==> src/rtl/alu_out_stage.sv <==
// -----------------------------------------------------------------------------
// alu_out_stage
//
// This is a small result buffer (FIFO) that sits after the ALU logic units.
// Each entry holds an ALU result, its operation tag and a zero flag. The zero
// flag is captured when the entry is written, so the consumer sees a flag that
// belongs to the stored result. The head entry is shown on the outputs straight
// from storage. There is no write-through bypass, so a pushed result appears on
// the outputs one cycle after the push.
//
// Parameters
//   WIDTH     result width
//   DEPTH     number of entries; must be a power of two, 2 or more
//
// Ports
//   clk        single clock; all state updates on its rising edge
//   reset      asynchronous active-high reset
//   R          ALU result to enqueue
//   Op         operation tag that goes with R
//   in_valid   R/Op are valid this cycle
//   in_ready   buffer can accept R/Op this cycle (not full)
//   Q          result at the head entry (0 when empty)
//   OpQ        tag at the head entry (0 when empty)
//   Zero       stored zero flag of the head entry (0 when empty)
//   out_valid  head entry is present
//   out_ready  consumer takes the head entry this cycle
//   count      number of occupied entries
//   retired    number of entries popped since reset, modulo 256
// -----------------------------------------------------------------------------
module alu_out_stage #(
    parameter int WIDTH = 32,
    parameter int DEPTH = 2
) (
    input  logic                     clk,
    input  logic                     reset,
    input  logic [WIDTH-1:0]         R,
    input  logic [3:0]               Op,
    input  logic                     in_valid,
    output logic                     in_ready,
    output logic [WIDTH-1:0]         Q,
    output logic [3:0]               OpQ,
    output logic                     Zero,
    output logic                     out_valid,
    input  logic                     out_ready,
    output logic [$clog2(DEPTH):0]   count,
    output logic [7:0]               retired
);

    localparam int PW = $clog2(DEPTH);
    localparam int CW = PW + 1;
    localparam logic [CW-1:0] FULL_COUNT = CW'(DEPTH);
    localparam logic [PW-1:0] LAST_IDX   = PW'(DEPTH - 1);

    logic [WIDTH-1:0] dataMem [DEPTH];
    logic [3:0]       opMem   [DEPTH];
    logic             zeroMem [DEPTH];

    logic [PW-1:0] headPtr;
    logic [PW-1:0] tailPtr;
    logic [CW-1:0] countReg;
    logic [7:0]    retiredReg;

    logic doPush;
    logic doPop;
    logic isEmpty;

    function automatic logic [PW-1:0] nextPtr(input logic [PW-1:0] ptr);
        return (ptr == LAST_IDX) ? '0 : ptr + PW'(1);
    endfunction

    // Handshake flags come only from registered occupancy. This means in_ready
    // never looks at out_ready, and a pop in the same cycle cannot free a slot
    // for a push when the buffer is full.
    assign isEmpty   = (countReg == '0);
    assign in_ready  = (countReg < FULL_COUNT);
    assign out_valid = !isEmpty;
    assign doPush    = in_valid && in_ready;
    assign doPop     = out_valid && out_ready;

    always_ff @(posedge clk or posedge reset) begin
        if (reset) begin
            for (int i = 0; i < DEPTH; i++) begin
                dataMem[i] <= '0;
                opMem[i]   <= '0;
                zeroMem[i] <= 1'b0;
            end
        end else if (doPush) begin
            dataMem[tailPtr] <= R;
            opMem[tailPtr]   <= Op;
            zeroMem[tailPtr] <= (R == '0);
        end
    end

    always_ff @(posedge clk or posedge reset) begin
        if (reset) begin
            headPtr    <= '0;
            tailPtr    <= '0;
            countReg   <= '0;
            retiredReg <= '0;
        end else begin
            if (doPush) begin
                tailPtr <= nextPtr(tailPtr);
            end
            if (doPop) begin
                headPtr    <= nextPtr(headPtr);
                retiredReg <= retiredReg + 8'd1;
            end
            case ({doPush, doPop})
                2'b10:   countReg <= countReg + CW'(1);
                2'b01:   countReg <= countReg - CW'(1);
                default: countReg <= countReg;
            endcase
        end
    end

    // When the buffer is empty, the head slot may still hold an old value, so
    // the outputs are forced to zero.
    always_comb begin
        Q    = '0;
        OpQ  = '0;
        Zero = 1'b0;
        if (!isEmpty) begin
            Q    = dataMem[headPtr];
            OpQ  = opMem[headPtr];
            Zero = zeroMem[headPtr];
        end
    end

    assign count   = countReg;
    assign retired = retiredReg;

endmodule

==> config.mk <==
export PLATFORM = sky130hd
export DESIGN_NAME = alu_out_stage
export DESIGN_NICKNAME = d
export VERILOG_FILES = /design/src/rtl/alu_out_stage.sv
export SDC_FILE = /design/constraint.sdc
export NUM_CORES = 1
export LEC_CHECK = 0
export BUFFER_PORTS_ARGS = -buffer_cell sky130_fd_sc_hd__buf_2
export CAP_MARGIN = 20
export CORE_ASPECT_RATIO = 0.9
export CORE_MARGIN = 4
export CORE_UTILIZATION = 45
export DETAILED_ROUTE_END_ITERATION = 8
export PLACE_DENSITY = 0.81
export SLEW_MARGIN = 20
export SYNTH_ARGS = -nofsm -noshare
export SYNTH_HDL_FRONTEND = slang
export SYNTH_SLANG_ARGS = --single-unit
==> constraint.sdc <==
create_clock -name clk -period 2.8 [get_ports clk]
set_input_delay 0.56 -clock clk [delete_from_list [all_inputs] [get_ports clk]]
set_output_delay 0.56 -clock clk [all_outputs]
set_load 0.02 [all_outputs]
# Word-level counts from Yosys, hierarchy flattened
# Cells that the tools add are included.
dict set report word_totals {
  out_inout_bits 49
  inputBits 40
  wordCells 54
  regBits 86
}
dict set report op_classes {
  eq_ne 2
  bitwise 2
  n_mux 24
  magnitude_cmp 4
  addsub 5
  n_reduce_logical 7
}
# operator n
set ops {}
lappend ops {{$mux W32} 5}
lappend ops {{$bwmux W64} 1}
lappend ops {{$demux W32 S1} 1}
lappend ops {{$logic_not A32 Y1} 1}
lappend ops {{$mux W4} 5}
lappend ops {{$add A8 B1 Y8 const B} 1}
lappend ops {{$bwmux W8} 1}
lappend ops {{$mux W1} 7}
lappend ops {{$demux W4 S1} 1}
lappend ops {{$ge A2 B2 Y1 const B} 2}
lappend ops {{$not A1 Y2} 2}
lappend ops {{$pmux W2 S2} 1}
lappend ops {{$logic_and A1 B1 Y1} 3}
lappend ops {{$add A1 B1 Y1 const B} 2}
lappend ops {{$add A2 B1 Y2 const B} 1}
lappend ops {{$bwmux W2} 1}
lappend ops {{$eq A2 B1 Y1 const B} 1}
lappend ops {{$eq A2 B2 Y1 const B} 1}
lappend ops {{$logic_not A2 Y1} 1}
lappend ops {{$lt A2 B1 Y1 const B} 1}
lappend ops {{$lt A2 B2 Y1 const B} 1}
lappend ops {{$reduce_bool A2 Y1} 1}
lappend ops {{$sub A2 B1 Y2 const B} 1}
lappend ops {{$demux W1 S1} 1}
lappend ops {{$logic_not A1 Y1} 1}

# Depth between registers and ports, before layout
# Gate-level depths: netlist of the first run.
dict set report logic_depth {
  ltp_word 6
  depth_mapped 6
  mapped_depth_nobuf 5
}

# Worst setup path before layout of the first run
# Ideal clock, no wire load.
dict set report synth_timing {
  kind {flip-flop to output port}
  startpoint {register countReg[0] (netlist: count[0])}
  endpoint {output port Q[12]}
  arrival_time_ns 1.387
  path_slack_ns 0.853
  stages_incl_launch_ff 5
  path_buffers 2
  cell_sequence {dfrtp_1 > nor2_1 > clkbuf_1 > clkbuf_1 > nor2_1}
}
dict set report synth_between {
  elab_chain_len 2
}
# item line
set synth_rtl {}
lappend synth_rtl {{from (decl)} 60} ;# logic [CW-1:0] countReg;
lappend synth_rtl {{from (signal assigned)} 109} ;# 2'b10: countReg <= countReg + CW'(1);
lappend synth_rtl {{from (signal assigned)} 110} ;# 2'b01: countReg <= countReg - CW'(1);
lappend synth_rtl {{from (signal assigned)} 111} ;# default: countReg <= countReg;
lappend synth_rtl {{$logic_not A2 Y1} 74} ;# assign isEmpty = (countReg == '0);
lappend synth_rtl {{$mux W32} 122} ;# if (!isEmpty) begin
lappend synth_rtl {{to (decl)} 40} ;# output logic [WIDTH-1:0] Q,
# Every way passes these cells.

# Worst setup path in the final report of the first run
dict set report layout_timing {
  startpoint {register countReg[0] (netlist: count[0])}
  endpoint {output port Q[21]}
}
# The elaborated chain is that of the path after synthesis.

==> impl_metrics.env, run 1 <==
export IMPL_port_buffer_count=88
export IMPL_power_leakage_nw=2.35
export IMPL_fin_crit_sh=0.875
export IMPL_wl_met1_um=3870
export IMPL_cts_tree="built"
export IMPL_synth_top_area_cell="dfrtp_1"
export IMPL_final_cell_area_sq_mm=0.00473
export IMPL_vias=2554
export IMPL_fin_tns_setup_ns=0
export IMPL_grt_usage=0.167
export IMPL_clock_path_buffers=2
export IMPL_path_class="flop to output port"
export IMPL_htreeDepth=3
export IMPL_grt_first_pass_wirelength_um=13600
export IMPL_cap_violations=0
export IMPL_cp_max_fo=21
export IMPL_cts_hold_buf=0
export IMPL_rows=32
export IMPL_ios=89
export IMPL_synth_cell_types=25
export IMPL_worst_slew_pin_slew_ns=0.659
export IMPL_async_flop_share=1.00
export IMPL_slew_violations=0
export IMPL_clock_sinks=86
export IMPL_dpl_cell_area_sq_mm=0.00455
export IMPL_wl_per_cell_um=16.0
export IMPL_highest_layer="met4"
export IMPL_antenna_cells=0
export IMPL_synth_edf_count=0
export IMPL_powerDensity_mw_per_mm2=1310
export IMPL_postCtsSetupBuffers=0
export IMPL_grt_antenna_before_repair=0
export IMPL_finalCriticalPeriod_ns=2.45
export IMPL_rsz0062_at_grt="no"
export IMPL_route_met3_wl_um=434
export IMPL_synth_seq_area_share=0.539
export IMPL_setup_viol=0
export IMPL_grt_start_max_net_pins=57
export IMPL_avgSynthCellArea_sq_um=13.4
export IMPL_finalHoldViolCount=0
export IMPL_arrival_ns=1.89
export IMPL_synth_seq_cells=86
export IMPL_drive_above_1_share=0.465
export IMPL_grt_pass1_vias=2711
export IMPL_place_ws_ns=0.707
export IMPL_required_ns=2.24
export IMPL_fmax_mhz=408
export IMPL_drt_pass1_iter_count=4
export IMPL_start_util=0.464
export IMPL_setup_ws_ns=0.350
export IMPL_wirelength_um=8180
export IMPL_cts_resized=0
export IMPL_status="finished clean"
export IMPL_yosys_area_top_type_share=0.539
export IMPL_startpoint_type="flop"
export IMPL_cts_reportedPaths_clkPinSlew_ns=0.08
export IMPL_ir_worst_vdd_v=0.000623
export IMPL_timing_slew_headroom=0.560
export IMPL_synthFlopType="dfrtp_1"
export IMPL_synth_cells=298
export IMPL_core_area_sq_mm=0.00861
export IMPL_drc=0
export IMPL_ant_nets=0
export IMPL_skew_ns=0.00510
export IMPL_synth_most_common_cell="dfrtp_1"
export IMPL_end_kind="output port"
export IMPL_drtIter0Drc=56
export IMPL_place_hpwl_um=5860
export IMPL_die_h_um=97.3
export IMPL_gp_congestion=0.730
export IMPL_gr_total_overflow=0
export IMPL_synth_common_cells="dfrtp_1, mux2_2, nor2_1"
export IMPL_syn_cell_area_sq_mm=0.00399
export IMPL_synth_area_leaders="dfrtp_1, mux2_2, mux2i_1"
export IMPL_fp_dieW_um=107
export IMPL_root_buffer="clkbuf_8"
export IMPL_nets=428
export IMPL_min_path_type="input pin to async pin"
export IMPL_syn2layout_area_growth_pct=18.7
export IMPL_syn_nets=340
export IMPL_wl_met2_um=3830
export IMPL_clock_latency_ns=0.35
export IMPL_nFillCells=739
export IMPL_vias_per_cell=5.01
export IMPL_yosysWarnings=0
export IMPL_cts_buffers_inserted=9
export IMPL_die_area_sq_mm=0.0104
registers in the layout (all words and copies together) (netlist names):
name     count
dataMem     64
opMem        8
retired      8
count        2
zeroMem      2
headPtr      1
tailPtr      1
cells by family (layout without fill, tap and decap cells):
kind of cell	Yosys count	in the layout	synth area share
adders and majority gates	2	2	0.00627
buffers and inverters	19	112	0.0288
xor gates and xnor gates	12	12	0.0263
AOI/OAI and AO/OA	5	5	0.00910
and+or+nand+nor	64	64	0.0743
muxes	110	110	0.316
DFF	86	86	0.539
power by group:
group	switching (mW)	internal [mW]	leakage, nW
Combinational	1.62	1.42	1.23
Clock	0.409	0.440	0.0919
Sequential	0.450	1.86	1.03
Total	2.47	3.72	2.35
final cells by class:
cell class	instances	area, sq um	area share
Multi-Input combinational cell	193	1730	0.365
Clock inverter	1	30.0	0.00634
Tap cell	119	149	0.0314
Clock buffer	15	156	0.0330
Sequential cell	86	2150	0.455
Inverter	3	12.5	0.00264
Timing Repair Buffer	93	503	0.106
path summary, 6_finish.rpt:
kind / cells past startpoint / startpoint / end / slack [ns]
max reg2reg: 3 / count[1] / opMem[4] / 0.83
max: 4 / count[0] / Q[21] / 0.35
min: 2 / reset / dataMem[12] / 0.24
min in group clk: 2 / Op[2] / opMem[2] / 0.45
min reg2reg: 1 / retired[7] / retired[7] / 0.46
max in group asynchronous: 3 / reset / headPtr / 1.88
cells in the final DEF (no fill, tap or decap), types with 2 or more instances in the layout:
master    synthesis  routed
buf_12            0       2
buf_2             5      88
buf_4             4       3
clkbuf_1          4       5
clkbuf_8          0      10
dfrtp_1          86      85
ha_1              2       2
inv_1             3       2
mux2_2           55      55
mux2_4           18      18
mux2i_1          37      37
nand2_1           7       7
nand4_1           2       2
nor2_1           41      40
nor3_1            2       2
nor4_1            9       9
xnor2_1           5       5
xor2_1            7       7
critical path, cell delays in order (launching register included):
cell and delay (ns):
dfrtp_1 0.48, nor2_4 0.43, buf_4 0.35, nor2_1 0.10, buf_2 0.17
metrics by stage:
stage | cells | hold slack, ns | total power, mW | util
floorplan | 298 | 0.448 | 4.52 | -
global placement | 494 | 0.452 | 5.32 | 0.528
detailed placement | 494 | 0.459 | 5.41 | 0.528
CTS | 510 | 0.231 | 6.27 | 0.550
global route | 510 | 0.254 | 6.63 | 0.550
finish | 510 | 0.237 | 6.20 | 0.550
routing by layer:
| metal | track usage | vias up |
|---|---|---|
| met5 | 0 | - |
| met4 | 0.0423 | 0 |
| met3 | 0.0558 | 4 |
| met2 | 0.253 | 69 |
| met1 | 0.230 | 1265 |
| li1 | - | 1216 |
(Power assumes the default switching activity.)
==> run 2, diff against run 1 <==
--- a/config.mk
+++ b/config.mk
@@ -9,9 +9,9 @@
 export CAP_MARGIN = 20
 export CORE_ASPECT_RATIO = 0.9
 export CORE_MARGIN = 4
-export CORE_UTILIZATION = 45
+export CORE_UTILIZATION = 49
 export DETAILED_ROUTE_END_ITERATION = 8
-export PLACE_DENSITY = 0.81
+export PLACE_DENSITY = 0.86
 export SLEW_MARGIN = 20
 export SYNTH_ARGS = -nofsm -noshare
 export SYNTH_HDL_FRONTEND = slang
==> impl_metrics.env, run 2 (synthesis gave the netlist of run 1 again) <==
export IMPL_status="finished clean"
export IMPL_startpoint_type="flop"
export IMPL_place_hpwl_um=6110
export IMPL_fin_tns_setup_ns=0
export IMPL_postCtsSetupBuffers=0
export IMPL_vias=2593
export IMPL_grt_pass1_vias=2805
export IMPL_vias_per_cell=5.30
export IMPL_place_ws_ns=0.768
export IMPL_drt_pass1_iter_count=4
export IMPL_cpLargestDelayFamily="flip-flops"
export IMPL_layout_commonest_cell="buf_2"
export IMPL_end_kind="output port"
export IMPL_die_area_sq_mm=0.00965
export IMPL_nets=430
export IMPL_drc=0
export IMPL_grt_usage=0.185
export IMPL_cpMaxStageDelayCell="dfrtp_2"
export IMPL_cts_buffers_inserted=9
export IMPL_wl_per_cell_um=17.1
export IMPL_gp_congestion=0.766
export IMPL_die_h_um=93.6
export IMPL_finalHoldViolCount=0
export IMPL_largest_register="dataMem"
export IMPL_syn2layout_area_growth_pct=18.5
export IMPL_nFillCells=646
export IMPL_arrival_ns=1.79
export IMPL_cts_tree="built"
export IMPL_cp_cell_sequence="buf_12, mux2i_1, nor2_1, buf_2"
export IMPL_drtIter0Drc=65
export IMPL_grt_start_max_net_pins=37
export IMPL_dpl_cell_area_sq_mm=0.00453
export IMPL_core_area_sq_mm=0.00773
export IMPL_ant_nets=0
export IMPL_clock_sinks=86
export IMPL_setup_viol=0
export IMPL_clock_latency_ns=0.35
export IMPL_min_path_type="input pin to async pin"
export IMPL_cts_hold_buf=0
export IMPL_gr_total_overflow=0
export IMPL_place_inst=473
export IMPL_cap_violations=0
export IMPL_powerDensity_mw_per_mm2=1320
export IMPL_path_buf_inv=2
export IMPL_rows=30
export IMPL_final_cell_area_sq_mm=0.00473
export IMPL_grt_first_pass_wirelength_um=13700
export IMPL_timing_slew_headroom=0.569
export IMPL_layout_cells_non_filler=489
export IMPL_power_leakage_nw=2.36
export IMPL_cp_max_fo=25
export IMPL_skew_ns=0.0151
export IMPL_path_class="flop to output port"
export IMPL_cts_resized=0
export IMPL_largest_reg_flops=64
export IMPL_cts_reportedPaths_clkPinSlew_ns=0.09
export IMPL_required_ns=2.24
export IMPL_drive_above_1_share=0.476
export IMPL_root_buffer="clkbuf_8"
export IMPL_fin_crit_sh=0.839
export IMPL_ir_worst_vdd_v=0.000634
export IMPL_clock_path_buffers=2
export IMPL_final_cell_mix="buf_2, dfrtp_1, mux2_2"
export IMPL_finalCriticalPeriod_ns=2.35
export IMPL_wirelength_um=8370
export IMPL_fmax_mhz=426
export IMPL_slew_violations=0
export IMPL_setup_ws_ns=0.451
export IMPL_htreeDepth=3
export IMPL_grt_antenna_before_repair=0
export IMPL_antenna_cells=0
export IMPL_rsz0062_at_grt="no"
export IMPL_fp_dieW_um=103
export IMPL_slowest_delay_ns=0.66
export IMPL_port_buffer_count=88
export IMPL_ios=89
export IMPL_worst_slew_pin_slew_ns=0.646
export IMPL_start_util=0.516
-- run 2: cell types whose count changed in the layout (fill, tap and decap cells not counted) --
cell,delta
clkbuf_1,-3
buf_4,+2
clkinv_2,+2
clkinvlp_4,+1
-- run 2: worst reg2reg max path, cell delays in order (launching register included) --
cell	delay [ns]
dfrtp_1	0.48
nand2b_1	0.35
nor2_8	0.58
mux2_2	0.42
-- run 2: report_power, final --
part	switching, mW	total, mW	internal [mW]
logic	1.66	3.10	1.44
registers	0.436	2.29	1.86
clock network	0.417	0.852	0.435
-- run 2: layer usage --
| layer | part of all wire | wire length (um) | GRT usage |
|---|---|---|---|
| met5 | 0 | 0 | 0 |
| met4 | 0.0072 | 60 | 0.0442 |
| met2 | 0.49 | 4130 | 0.302 |
| met3 | 0.051 | 428 | 0.0537 |
| met1 | 0.45 | 3750 | 0.244 |
-- run 2: cell type report --
type / instances / area, sq um / area share
sequential: 86 / 2150 / 0.456
tap: 96 / 120 / 0.0254
clock buffer: 12 / 145 / 0.0307
clock inverter: 4 / 47.5 / 0.0101
inverter: 3 / 12.5 / 0.00265
timing repair buffer: 95 / 518 / 0.110
multi-input combinational: 193 / 1730 / 0.366
-- run 2: path summary, 6_finish.rpt --
| check | startpoint | endpoint | slack [ns] | depth (start not counted) |
|---|---|---|---|---|
| setup / recovery | headPtr | OpQ[3] | 0.45 | 4 |
| hold / removal | reset | dataMem[19] | 0.22 | 2 |
| setup reg to reg | count[1] | dataMem[45] | 0.86 | 3 |
| hold reg to reg | retired[7] | retired[7] | 0.47 | 1 |
| max in group asynchronous | reset | dataMem[20] | 1.87 | 3 |
| min in group clk | Op[0] | opMem[4] | 0.46 | 2 |
-- run 2: stage by stage --
step | hold slack (ns) | utilization | power, mW
global placement | 0.451 | 0.586 | 5.33
finish | 0.224 | 0.611 | 6.25
floorplan | 0.448 | - | 4.52
CTS | 0.224 | 0.611 | 6.32
global route | 0.251 | 0.611 | 6.67
detailed placement | 0.454 | 0.586 | 5.46
==> run 3, diff against run 2 <==
==> constraint.sdc (replaced) <==
create_clock -name clk -period 2.1 [get_ports clk]
set_input_delay 0.42 -clock clk [delete_from_list [all_inputs] [get_ports clk]]
set_output_delay 0.42 -clock clk [all_outputs]
set_load 0.02 [all_outputs]
==> impl_metrics.env, run 3 (synthesis gave the netlist of run 1 again) <==
export IMPL_layout_cells_non_filler=497
export IMPL_status="finished clean"
export IMPL_drc=0
export IMPL_worst_slew_pin_slew_ns=0.522
export IMPL_fin_tns_setup_ns=0
export IMPL_grt_start_max_net_pins=87
export IMPL_largest_register="dataMem"
export IMPL_total_power_mw=8.44
export IMPL_vias_per_cell=5.32
export IMPL_gr_total_overflow=0
export IMPL_cts_buffers_inserted=9
export IMPL_arrival_ns=1.56
export IMPL_path_buf_inv=2
export IMPL_rows=30
export IMPL_skew_ns=0.00958
export IMPL_clock_latency_ns=0.35
export IMPL_startpoint_type="flop"
export IMPL_place_inst=477
export IMPL_drive_above_1_share=0.491
export IMPL_cp_cell_sequence="nor2_4, buf_4, nor2_1, buf_2"
export IMPL_required_ns=1.68
export IMPL_htreeDepth=3
export IMPL_fp_dieW_um=103
export IMPL_fmax_mhz=504
export IMPL_fin_crit_sh=0.944
export IMPL_grt_first_pass_wirelength_um=14000
export IMPL_end_kind="output port"
export IMPL_finalHoldViolCount=0
export IMPL_r2r_start="count[1]"
export IMPL_grt_pass1_vias=2778
export IMPL_grt_usage=0.189
export IMPL_cts_resized=0
export IMPL_gp_congestion=0.734
export IMPL_r2r_slack_ns=0.40
export IMPL_timing_slew_headroom=0.649
export IMPL_die_h_um=93.6
export IMPL_clock_path_buffers=2
export IMPL_root_buffer="clkbuf_8"
export IMPL_power_leakage_nw=2.40
export IMPL_path_class="flop to output port"
export IMPL_vias=2644
export IMPL_largest_reg_flops=64
export IMPL_r2r_end="dataMem[59]"
export IMPL_cap_violations=0
export IMPL_ant_nets=0
export IMPL_place_hpwl_um=6240
export IMPL_die_area_sq_mm=0.00965
export IMPL_cpMaxStageDelayCell="dfrtp_1"
export IMPL_grt_antenna_before_repair=0
export IMPL_drtIter0Drc=53
export IMPL_drt_pass1_iter_count=4
export IMPL_nets=438
export IMPL_layout_commonest_cell="buf_2"
export IMPL_rsz0062_at_grt="no"
export IMPL_setup_viol=0
export IMPL_clock_sinks=86
export IMPL_powerDensity_mw_per_mm2=1750
export IMPL_cts_reportedPaths_clkPinSlew_ns=0.09
export IMPL_wl_per_cell_um=17.4
export IMPL_finalCriticalPeriod_ns=1.98
export IMPL_ios=89
export IMPL_cts_tree="built"
export IMPL_final_cell_area_sq_mm=0.00481
export IMPL_wirelength_um=8650
export IMPL_utilization=0.622
export IMPL_slowest_delay_ns=0.48
export IMPL_port_buffer_count=88
export IMPL_final_cell_mix="buf_2, dfrtp_1, mux2_2"
export IMPL_antenna_cells=0
export IMPL_min_path_type="input pin to async pin"
export IMPL_cpLargestDelayFamily="flip-flops"
export IMPL_core_area_sq_mm=0.00773
export IMPL_dpl_cell_area_sq_mm=0.00460
export IMPL_ir_worst_vdd_v=0.000820
export IMPL_syn2layout_area_growth_pct=20.6
export IMPL_cp_max_fo=13
export IMPL_reg2reg_depth=4
export IMPL_slew_violations=0
export IMPL_start_util=0.516
## run 3: cell types whose count changed in the layout (fill, tap and decap cells not counted)
cell,change
clkbuf_8,-1
buf_4,+5
clkinv_4,+1
bufinv_16,-1
clkbuf_1,-2
clkinvlp_4,+2
clkinv_2,-2
buf_12,+3
inv_6,+3
## run 3: layer usage
layer / global-route usage / vias to the layer above / wire, um
met5: 0 / - / 0
met4: 0.0356 / 0 / 60
met3: 0.0582 / 7 / 562
met2: 0.310 / 78 / 4250
met1: 0.248 / 1331 / 3770
li1: - / 1228 / -
## run 3: per-stage QoR
stage / hold slack [ns] / setup WS, ns
2_1_floorplan: 0.448 / 0.293
3_3_place_gp: 0.451 / 0.411
3_5_place_dp: 0.462 / 0.378
4_1_cts: 0.188 / 0.0476
5_1_grt: 0.193 / 0.0192
6_report: 0.153 / 0.117
## run 3: final cells by class
class                      instances  area [sq um]
clock buffer                       9           124
timing repair buffer             103           616
tap                               96           120
fill                             639          2920
sequential                        86          2150
clock inverter                     7          55.1
multi-input combinational        193          1730
inverter                           3          15.0
## run 3: how the worst max path moves through the flow
stage          depth (start not counted)  startpoint  slack (ns)         end
2_1_floorplan                          4    count[0]        0.29       Q[12]
3_3_place_gp                           4       R[22]        0.41  zeroMem[1]
5_1_grt                                4    count[1]        0.02       Q[16]
3_5_place_dp                           4       R[22]        0.38  zeroMem[1]
6_report                               4    count[1]        0.12        Q[7]
4_1_cts                                4     headPtr        0.05        Q[4]
## run 3: worst reg2reg max path, stage by stage, from the launching register on
cell and delay, ns:
dfrtp_1 0.48, nand2b_1 0.29, nor2_8 0.27, buf_12 0.19
mux2_2 0.35
## run 3: what timing repair did
action,4_1_cts,5_1_grt
endpoints found under the setup margin,0,8
hold endpoints to repair,0,0
hold buffers,0,0
buffers inserted,0,4
## run 3: power breakdown
part | switching, mW | internal (mW)
registers | 0.558 | 2.48
logic | 2.29 | 2.06
clock network | 0.614 | 0.442
total | 3.46 | 4.98
